File: src/rtl/sha3_pkg.sv
// sha3_pkg: constants, packer state and rate-block type shared by the SHA3-256 datapath.
package sha3_pkg;
   localparam int LANE_W     = 64;
   localparam int RATE_LANES = 17;
   localparam int STATE_W    = 1600;
   localparam logic [7:0] PAD_DOMAIN = 8'h06;
   localparam logic [7:0] PAD_FINAL  = 8'h80;
   typedef enum logic [1:0] {FILL, HOLD, PADBLK} packer_state_e;
   typedef logic [RATE_LANES-1:0][LANE_W-1:0] rate_blk_t;
   function automatic rate_blk_t pad_block();
      rate_blk_t r;
      r = '0;
      r[0][7:0] = PAD_DOMAIN;
      r[RATE_LANES-1][LANE_W-1 -: 8] = PAD_FINAL;
      return r;
   endfunction
endpackage

File: src/rtl/sha3_input_packer_if.sv
// sha3_input_packer_if: message-word source and block sink signals of the input packer.
interface sha3_input_packer_if;
   import sha3_pkg::*;
   logic               pushin;
   logic               firstin;
   logic               lastin;
   logic [3:0]         nbytes;
   logic [LANE_W-1:0]  din;
   logic [7:0]         tagin;
   logic               stopin;
   logic               busyin;
   logic               pushout;
   logic [STATE_W-1:0] dout;
   logic               firstout;
   logic               lastout;
   logic [7:0]         tagout;
   modport slave (
      input  pushin, firstin, lastin, nbytes, din, tagin, busyin,
      output stopin, pushout, dout, firstout, lastout, tagout
   );
   modport master (
      output pushin, firstin, lastin, nbytes, din, tagin, busyin,
      input  stopin, pushout, dout, firstout, lastout, tagout
   );
endinterface

File: src/rtl/sha3_pad_lane.sv
// sha3_pad_lane: zero bytes past nbytes, then XOR in the domain and/or final pad bytes.
module sha3_pad_lane
   import sha3_pkg::*;
(
   input  logic [LANE_W-1:0] word_i,
   input  logic [3:0]        nbytes_i,
   input  logic              pad_first_i,
   input  logic              pad_final_i,
   output logic [LANE_W-1:0] lane_o
);
   always_comb begin
      lane_o = '0;
      for (int b = 0; b < 8; b++)
         lane_o[8*b +: 8] = ((4'(b) < nbytes_i) ? word_i[8*b +: 8] : 8'h00) ^
                            ((pad_first_i && 4'(b) == nbytes_i) ? PAD_DOMAIN : 8'h00);
      lane_o[LANE_W-1 -: 8] = lane_o[LANE_W-1 -: 8] ^ (pad_final_i ? PAD_FINAL : 8'h00);
   end
endmodule

File: src/rtl/sha3_input_packer.sv
// sha3_input_packer: packs 64-bit message words into padded SHA3-256 rate blocks
// and holds each block until the permutation core accepts it.
module sha3_input_packer
   import sha3_pkg::*;
(
   input  logic                clk,
   input  logic                reset,
   sha3_input_packer_if.slave  bus
);
   localparam logic [4:0] LAST = 5'(RATE_LANES - 1);
   packer_state_e     state_q, state_d;
   rate_blk_t         blk_q, blk_d, base;
   logic [4:0]        lane_q, lane_d, cur;
   logic              first_pend_q, first_pend_d, pad_pend_q, pad_pend_d;
   logic              firstout_q, firstout_d, lastout_q, lastout_d;
   logic [7:0]        tag_q, tag_d, tagout_q, tagout_d;
   logic              accept, complete, spill, xfer;
   logic [LANE_W-1:0] data_lane;
   assign accept   = bus.pushin && state_q == FILL;
   assign cur      = bus.firstin ? 5'd0 : lane_q;
   // a full last word in the final lane leaves no room for padding: it needs its own block
   assign spill    = bus.lastin && bus.nbytes == 4'd8 && cur == LAST;
   assign complete = accept && (bus.lastin || cur == LAST);
   assign xfer     = state_q != FILL && !bus.busyin;
   sha3_pad_lane u_pad (
      .word_i      (bus.din),
      .nbytes_i    (bus.nbytes),
      .pad_first_i (bus.lastin && bus.nbytes < 4'd8),
      .pad_final_i (bus.lastin && cur == LAST && bus.nbytes < 4'd8),
      .lane_o      (data_lane)
   );
   always_comb begin
      state_d      = state_q;
      blk_d        = blk_q;
      lane_d       = lane_q;
      first_pend_d = first_pend_q;
      pad_pend_d   = pad_pend_q;
      firstout_d   = firstout_q;
      lastout_d    = lastout_q;
      tagout_d     = tagout_q;
      tag_d        = (accept && bus.firstin) ? bus.tagin : tag_q;
      base         = bus.firstin ? '0 : blk_q;
      if (xfer) begin
         state_d    = pad_pend_q ? PADBLK : FILL;
         blk_d      = pad_pend_q ? pad_block() : '0;
         lastout_d  = pad_pend_q;
         firstout_d = 1'b0;
         pad_pend_d = 1'b0;
      end else if (accept) begin
         for (int j = 0; j < RATE_LANES; j++)
            blk_d[j] = (5'(j) == cur) ? data_lane :
                       (bus.lastin && 5'(j) > cur) ?
                          {(j == RATE_LANES - 1) ? PAD_FINAL : 8'h00, 48'h0,
                           (5'(j) == cur + 5'd1 && bus.nbytes == 4'd8) ? PAD_DOMAIN : 8'h00} :
                       base[j];
         lane_d       = complete ? 5'd0 : cur + 5'd1;
         first_pend_d = (first_pend_q || bus.firstin) && !complete;
         if (complete) begin
            state_d    = HOLD;
            firstout_d = first_pend_q || bus.firstin;
            lastout_d  = bus.lastin && !spill;
            tagout_d   = tag_d;
            pad_pend_d = spill;
         end
      end
   end
   always_ff @(posedge clk or negedge reset) begin
      if (!reset) begin
         state_q      <= FILL;
         blk_q        <= '0;
         lane_q       <= '0;
         first_pend_q <= 1'b0;
         pad_pend_q   <= 1'b0;
         firstout_q   <= 1'b0;
         lastout_q    <= 1'b0;
         tag_q        <= '0;
         tagout_q     <= '0;
      end else begin
         state_q      <= state_d;
         blk_q        <= blk_d;
         lane_q       <= lane_d;
         first_pend_q <= first_pend_d;
         pad_pend_q   <= pad_pend_d;
         firstout_q   <= firstout_d;
         lastout_q    <= lastout_d;
         tag_q        <= tag_d;
         tagout_q     <= tagout_d;
      end
   end
   assign bus.stopin   = state_q != FILL;
   assign bus.pushout  = state_q != FILL;
   assign bus.dout     = STATE_W'(blk_q);
   assign bus.firstout = firstout_q;
   assign bus.lastout  = lastout_q;
   assign bus.tagout   = tagout_q;
endmodule
File: src/flat_wrapper.sv
// flat-port wrapper written by rule: the top's interface ports become plain ports
module sha3_input_packer_flat import sha3_pkg::*;
  (clk, reset, bus_pushin, bus_firstin, bus_lastin, bus_nbytes, bus_din, bus_tagin, bus_busyin, bus_stopin, bus_pushout, bus_dout, bus_firstout, bus_lastout, bus_tagout);
  sha3_input_packer_if bus_i ();
  input  logic clk;
  input  logic reset;
  input wire logic [$bits(bus_i.pushin)-1:0] bus_pushin;
  input wire logic [$bits(bus_i.firstin)-1:0] bus_firstin;
  input wire logic [$bits(bus_i.lastin)-1:0] bus_lastin;
  input wire logic [$bits(bus_i.nbytes)-1:0] bus_nbytes;
  input wire logic [$bits(bus_i.din)-1:0] bus_din;
  input wire logic [$bits(bus_i.tagin)-1:0] bus_tagin;
  input wire logic [$bits(bus_i.busyin)-1:0] bus_busyin;
  output wire logic [$bits(bus_i.stopin)-1:0] bus_stopin;
  output wire logic [$bits(bus_i.pushout)-1:0] bus_pushout;
  output wire logic [$bits(bus_i.dout)-1:0] bus_dout;
  output wire logic [$bits(bus_i.firstout)-1:0] bus_firstout;
  output wire logic [$bits(bus_i.lastout)-1:0] bus_lastout;
  output wire logic [$bits(bus_i.tagout)-1:0] bus_tagout;
  assign bus_i.pushin = bus_pushin;
  assign bus_i.firstin = bus_firstin;
  assign bus_i.lastin = bus_lastin;
  assign bus_i.nbytes = bus_nbytes;
  assign bus_i.din = bus_din;
  assign bus_i.tagin = bus_tagin;
  assign bus_i.busyin = bus_busyin;
  assign bus_stopin = bus_i.stopin;
  assign bus_pushout = bus_i.pushout;
  assign bus_dout = bus_i.dout;
  assign bus_firstout = bus_i.firstout;
  assign bus_lastout = bus_i.lastout;
  assign bus_tagout = bus_i.tagout;
  sha3_input_packer u_core (.clk(clk), .reset(reset), .bus(bus_i));
endmodule
File: config.mk
export PLATFORM = sky130hd
export DESIGN_NAME = sha3_input_packer_flat
export DESIGN_NICKNAME = d
export VERILOG_FILES = /design/src/rtl/sha3_pkg.sv /design/src/rtl/sha3_input_packer_if.sv /design/src/rtl/sha3_pad_lane.sv /design/src/rtl/sha3_input_packer.sv /design/src/flat_wrapper.sv
export SDC_FILE = /design/constraint.sdc
export NUM_CORES = 2
export LEC_CHECK = 0
export CAP_MARGIN = 40
export CORE_AREA = 2 2 666 668
export DETAILED_ROUTE_END_ITERATION = 8
export DIE_AREA = 0 0 668 670
export GPL_TIMING_DRIVEN = 0
export HOLD_SLACK_MARGIN = 0.12
export SYNTH_ARGS = -nofsm -noshare
export SYNTH_HDL_FRONTEND = slang
export SYNTH_HIERARCHICAL = 1
export SYNTH_SLANG_ARGS = --single-unit
File: constraint.sdc
create_clock -name clk -period 2.5 [get_ports clk]
set_clock_uncertainty 0.2 [all_clocks]
set_input_delay 0.25 -clock clk [delete_from_list [all_inputs] [get_ports clk]]
set_output_delay 0.25 -clock clk [all_outputs]
set_load 0.02 [all_outputs]
==> metrics.md <==
| Metric | Value |
|---|---|
| Die area | `between 0.4 and 0.5 mm²` |
| Max-cap viol count | `0` |
| Std cell rows | `244` |
| Pins Over Slew Limit | `0` |
| Number of synthesized flops with an enable pin | `0` |
| Worst-Margin Slew | `1120 ps` |
| # placed instances | `11.6k` |
| Maximum root-to-sink buffer count | `4` |
| Fmax | `0.368 GHz` |
| Hold Slack | `-918 ps` |
| Peak VDD IR | `0.000505 V` |
| Final worst setup slack | `-221 ps` |
| Failing checks | `negative hold slack, negative setup slack` |
| Routed WL | `373000 µm` |
| First-pass detailed-route iteration total | `6` |
| Worst path slowest cell | `clkdlybuf4s50_1` |
| Arr. time, crit path | `3290 ps` |
| Sequential share of the synthesized area | `60.4%` |
| Register area | `between 0.02 and 0.03 mm²` |
| Post-DRT Antenna Nets | `0` |
| Vias in the first global route | `39.8k` |
| Asr flop ratio synth | `100%` |
| Post-DR wirelength/cell | `30.8 µm` |
| Buffers & Inverters on Critical Path | `7` |
| Crit-path cells | `clkdlybuf4s50_1, buf_2, inv_2, nand2_4, ha_4, buf_4, buf_4, and3_4, buf_8, and2_4, xnor2_4, and2_4, clkbuf_16, a22o_1` |
| Total gr overflow | `0` |
| Nets | `between 6k and 7k` |
| Layout area overhead | `78.0%` |
| Main flop type after synthesis | `dfrtp_1` |
| CTS tree | `yes` |
| Via density | `3.39` |
| Die extent in x | `~670 µm` |
| Worst min path class | `primary input to async pin` |
| I/O Buffers | `1181` |
| Root buf cell | `clkbuf_16` |
| Routed vias | `41.0k` |
| First-pass GRT wire length | `461000 µm` |
| Initial core utilization | `10.5%` |
| Seq cells post-synth | `1115` |
| Gate Count Post-Synth | `3816` |
| Die Span Y | `about 670 µm` |
| DP HPWL | `around 290000 µm` |
| Avg Inst Size Synth | `12.1 µm²` |
| Multi-input logic area | `0.0157 mm²` |
| Crit path largest cell delay | `680 ps` |
| Syn Std Cell Area | `0.0462 mm²` |
| Reg2Reg Setup Slack | `-210 ps` |
| Share of layout cells above drive strength 1 | `approximately a quarter` |
| Initial antenna violation count | `84` |
| Worst slack at placement | `-3040 ps` |
| Worst rel slew slack | `25.5%` |
| Static Leak | `approximately 37 nW` |
| Cell depth of the worst setup path | `14` |
| Worst-path clk slew | `60 ps` |
| Hold Fails Final Rpt | `382` |
| Critical Path End Type | `flop` |
| Cell family with most CP delay | `buffers and inverters` |
| Initial DRC Count | `3611` |
| Synth warn | `6` |
| Netlist cell types | `71` |
| Setup CP Type | `primary input to flop` |
| Critical path startpoint | `bus_firstin` |
| CTS buffer count | `145` |
| Min Tclk post-route | `between 2000 and 3000 ps` |
| Total Routing Usage GR | `16.0%` |
| Clock sinks | `~1.1k` |
| Largest net degree at the start of global routing | `173` |
| Max Fanout on Critical Path | `10` |
| Run status | `complete, but fails checks` |
| DR DRC count | `0` |
| Power Density | `689 mW/mm²` |
| Worst reg2reg path endpoint | `u_core/bus.dout[817]$_DFFE_PN0P_` |
| Worst Setup EP | `u_core/bus.dout[575]$_DFFE_PN0P_` |
| Tcrit/Tclk final | `109%` |
| Setup Viol. Count Final | `687` |
| CP Launch Type | `primary input` |
| RePlAce Congestion | `between 0.8 and 0.9` |
| Worst-Skew Late Latency | `850 ps` |
| Worst r2r path cells | `7` |
| Core box area | `0.440 mm²` |
| RR Startpoint | `u_core/lane_q[0]$_DFFE_PN0P_` |
| Req. time, crit path | `approximately 3000 ps` |
| Post-Layout Cell Count | `roughly 12k` |
| Fillers | `48.1k` |
| I/O pins | `between 1.5k and 2k` |
| H-tree levels | `4` |
| RSZ-0062 raised after global routing | `yes` |
-- stage by stage --
step                total power, mW  cell area, µm²  TNS [ps]  util, %  hold WS [ps]
finish                         56.7           82300    -40990     18.7          -918
detailed placement             30.8           70500  -1816950     16.0          36.9
global placement               29.9           67400         -     15.3           261
global route                   58.7           82200    -83890     18.7          -883
CTS                            57.2           81200    -93320     18.4          -946
floorplan                      23.8           48200         0        -          -246
-- routing by layer --
metal  vias to the layer above  part of all wire (%)  track usage, %
met5                         -                 0.020               0
met4                        10                   4.5            5.93
met3                       478                   7.6            4.28
met2                      2346                    46            25.7
met1                     20800                    42            20.3
li1                      17400                     -               -
-- sequential cells by signal (all words and copies together), names as in the netlist --
signal and cells:
u_core/bus.dout 1088, u_core/bus.firstout 1, u_core/bus.lastout 1, u_core/bus.tagout 8
u_core/first_pend_q 1, u_core/lane_q 5, u_core/pad_pend_q 1, u_core/state_q 2
u_core/tag_q 8
-- layout make-up --
cell class | instances | area share (%)
buffer | 858 | 9.35
multi-input combinational | 2336 | 19.1
antenna | 27 | 0.0821
clock inverter | 75 | 1.40
clock buffer | 185 | 4.85
timing repair buffer | 1605 | 22.2
tap | 5904 | 8.98
inverter | 6 | 0.0335
sequential | 1115 | 33.9
-- worst register-to-register path, delay by kind of cell (launching register included) --
| family | cells | cell delay (ps) |
|---|---|---|
| simple gates | 2 | 1050 |
| buf+inv | 3 | 570 |
| flops | 1 | 400 |
| compound gates | 2 | 380 |
-- cell usage in the layout, fill, tap and decap left out, types with 46 or more instances in the layout --
| master | netlist | routed |
|---|---|---|
| clkdlybuf4s50_1 | 0 | 1123 |
| dfrtp_1 | 1115 | 1109 |
| a22o_1 | 810 | 810 |
| buf_4 | 525 | 647 |
| conb_1 | 1 | 512 |
| nand2_1 | 375 | 353 |
| clkbuf_16 | 0 | 176 |
| o31ai_1 | 193 | 174 |
| buf_8 | 0 | 112 |
| buf_12 | 0 | 99 |
| buf_16 | 0 | 83 |
| o21ai_1 | 73 | 73 |
| buf_6 | 2 | 72 |
| clkbuf_1 | 213 | 66 |
| clkbuf_2 | 0 | 56 |
| dlygate4sd3_1 | 0 | 51 |
| clkbuf_8 | 0 | 47 |
| and2_4 | 0 | 46 |
-- repair_timing --
action | CTS | global route
gates resized for setup | 890 | 294
cloned | 38 | 5
pin swaps | 69 | 59
hold buffers | 49 | 2
buffers inserted | 147 | 44
setup endpoints to repair | 1252 | 1163
endpoints found under the hold margin | 513 | 387
-- synthesized netlist by cell type, types with 3 or more instances --
| library cell | instances | area, µm² |
|---|---|---|
| mux2_1 | 5 | 56.3 |
| buf_1 | 11 | 41.3 |
| nand4_1 | 5 | 31.3 |
| a211o_1 | 3 | 26.3 |
| a31oi_1 | 9 | 56.3 |
| a22o_1 | 810 | 7090 |
| nor3_1 | 11 | 55.1 |
| o21ai_0 | 43 | 215 |
| nor2b_1 | 41 | 257 |
| nand2b_1 | 7 | 43.8 |
| nor4_1 | 8 | 50.1 |
| buf_2 | 119 | 596 |
| nand3_1 | 16 | 80.1 |
| a21boi_0 | 6 | 45.0 |
| a21oi_1 | 10 | 50.1 |
| and2_1 | 74 | 463 |
| o21ai_2 | 4 | 35.0 |
| a22oi_1 | 4 | 30.0 |
| o31ai_4 | 5 | 106 |
| inv_1 | 4 | 15.0 |
| o21a_1 | 3 | 22.5 |
| o31ai_1 | 193 | 1450 |
| and3_1 | 5 | 31.3 |
| o21ai_1 | 73 | 365 |
| nand2_1 | 375 | 1410 |
| o211ai_1 | 9 | 67.6 |
| or3b_2 | 3 | 26.3 |
| nor2_1 | 31 | 116 |
| and2b_1 | 5 | 37.5 |
| buf_4 | 525 | 3940 |
| nor3_2 | 6 | 60.1 |
| mux2_2 | 15 | 169 |
| dfrtp_1 | 1115 | 27900 |
| clkbuf_1 | 213 | 800 |
-- kinds of logic (layout without fill, tap and decap cells) --
group | count (synthesis) | count (layout) | share of synthesized area [%]
AO/OA/AOI/OAI | 1190 | 1190 | 21.1
XOR/XNOR | 1 | 1 | 0.0190
adder cells (fa/ha/maj) | 1 | 1 | 0.0271
buffers and inverters | 876 | 2729 | 11.7
flip-flops | 1115 | 1115 | 60.4
multiplexers | 20 | 20 | 0.487
other | 1 | 539 | 0.00812
AND/OR/NAND/NOR | 612 | 612 | 6.28
-- worst min-delay path by stage --
stage	slack [ps]	depth (start not counted)	to
finish	-920	1	u_core/bus.dout[801]$_DFFE_PN0P_
global route	-880	1	u_core/bus.dout[801]$_DFFE_PN0P_
CTS	-950	1	u_core/bus.dout[801]$_DFFE_PN0P_
detailed placement	40	1	u_core/bus.dout[801]$_DFFE_PN0P_
global placement	260	2	u_core/bus.dout[392]$_DFFE_PN0P_
floorplan	-250	0	u_core/bus.dout[0]$_DFFE_PN0P_
-- power by group --
group / internal (mW) / total, mW / leakage, nW / switching [mW]
combinational: 5.57 / 14.5 / 18.7 / 8.89
sequential: 18.7 / 19.0 / 15.5 / 0.368
clock: 13.6 / 23.2 / 2.49 / 9.60
Note: power is estimated with default switching activity, not from simulation.
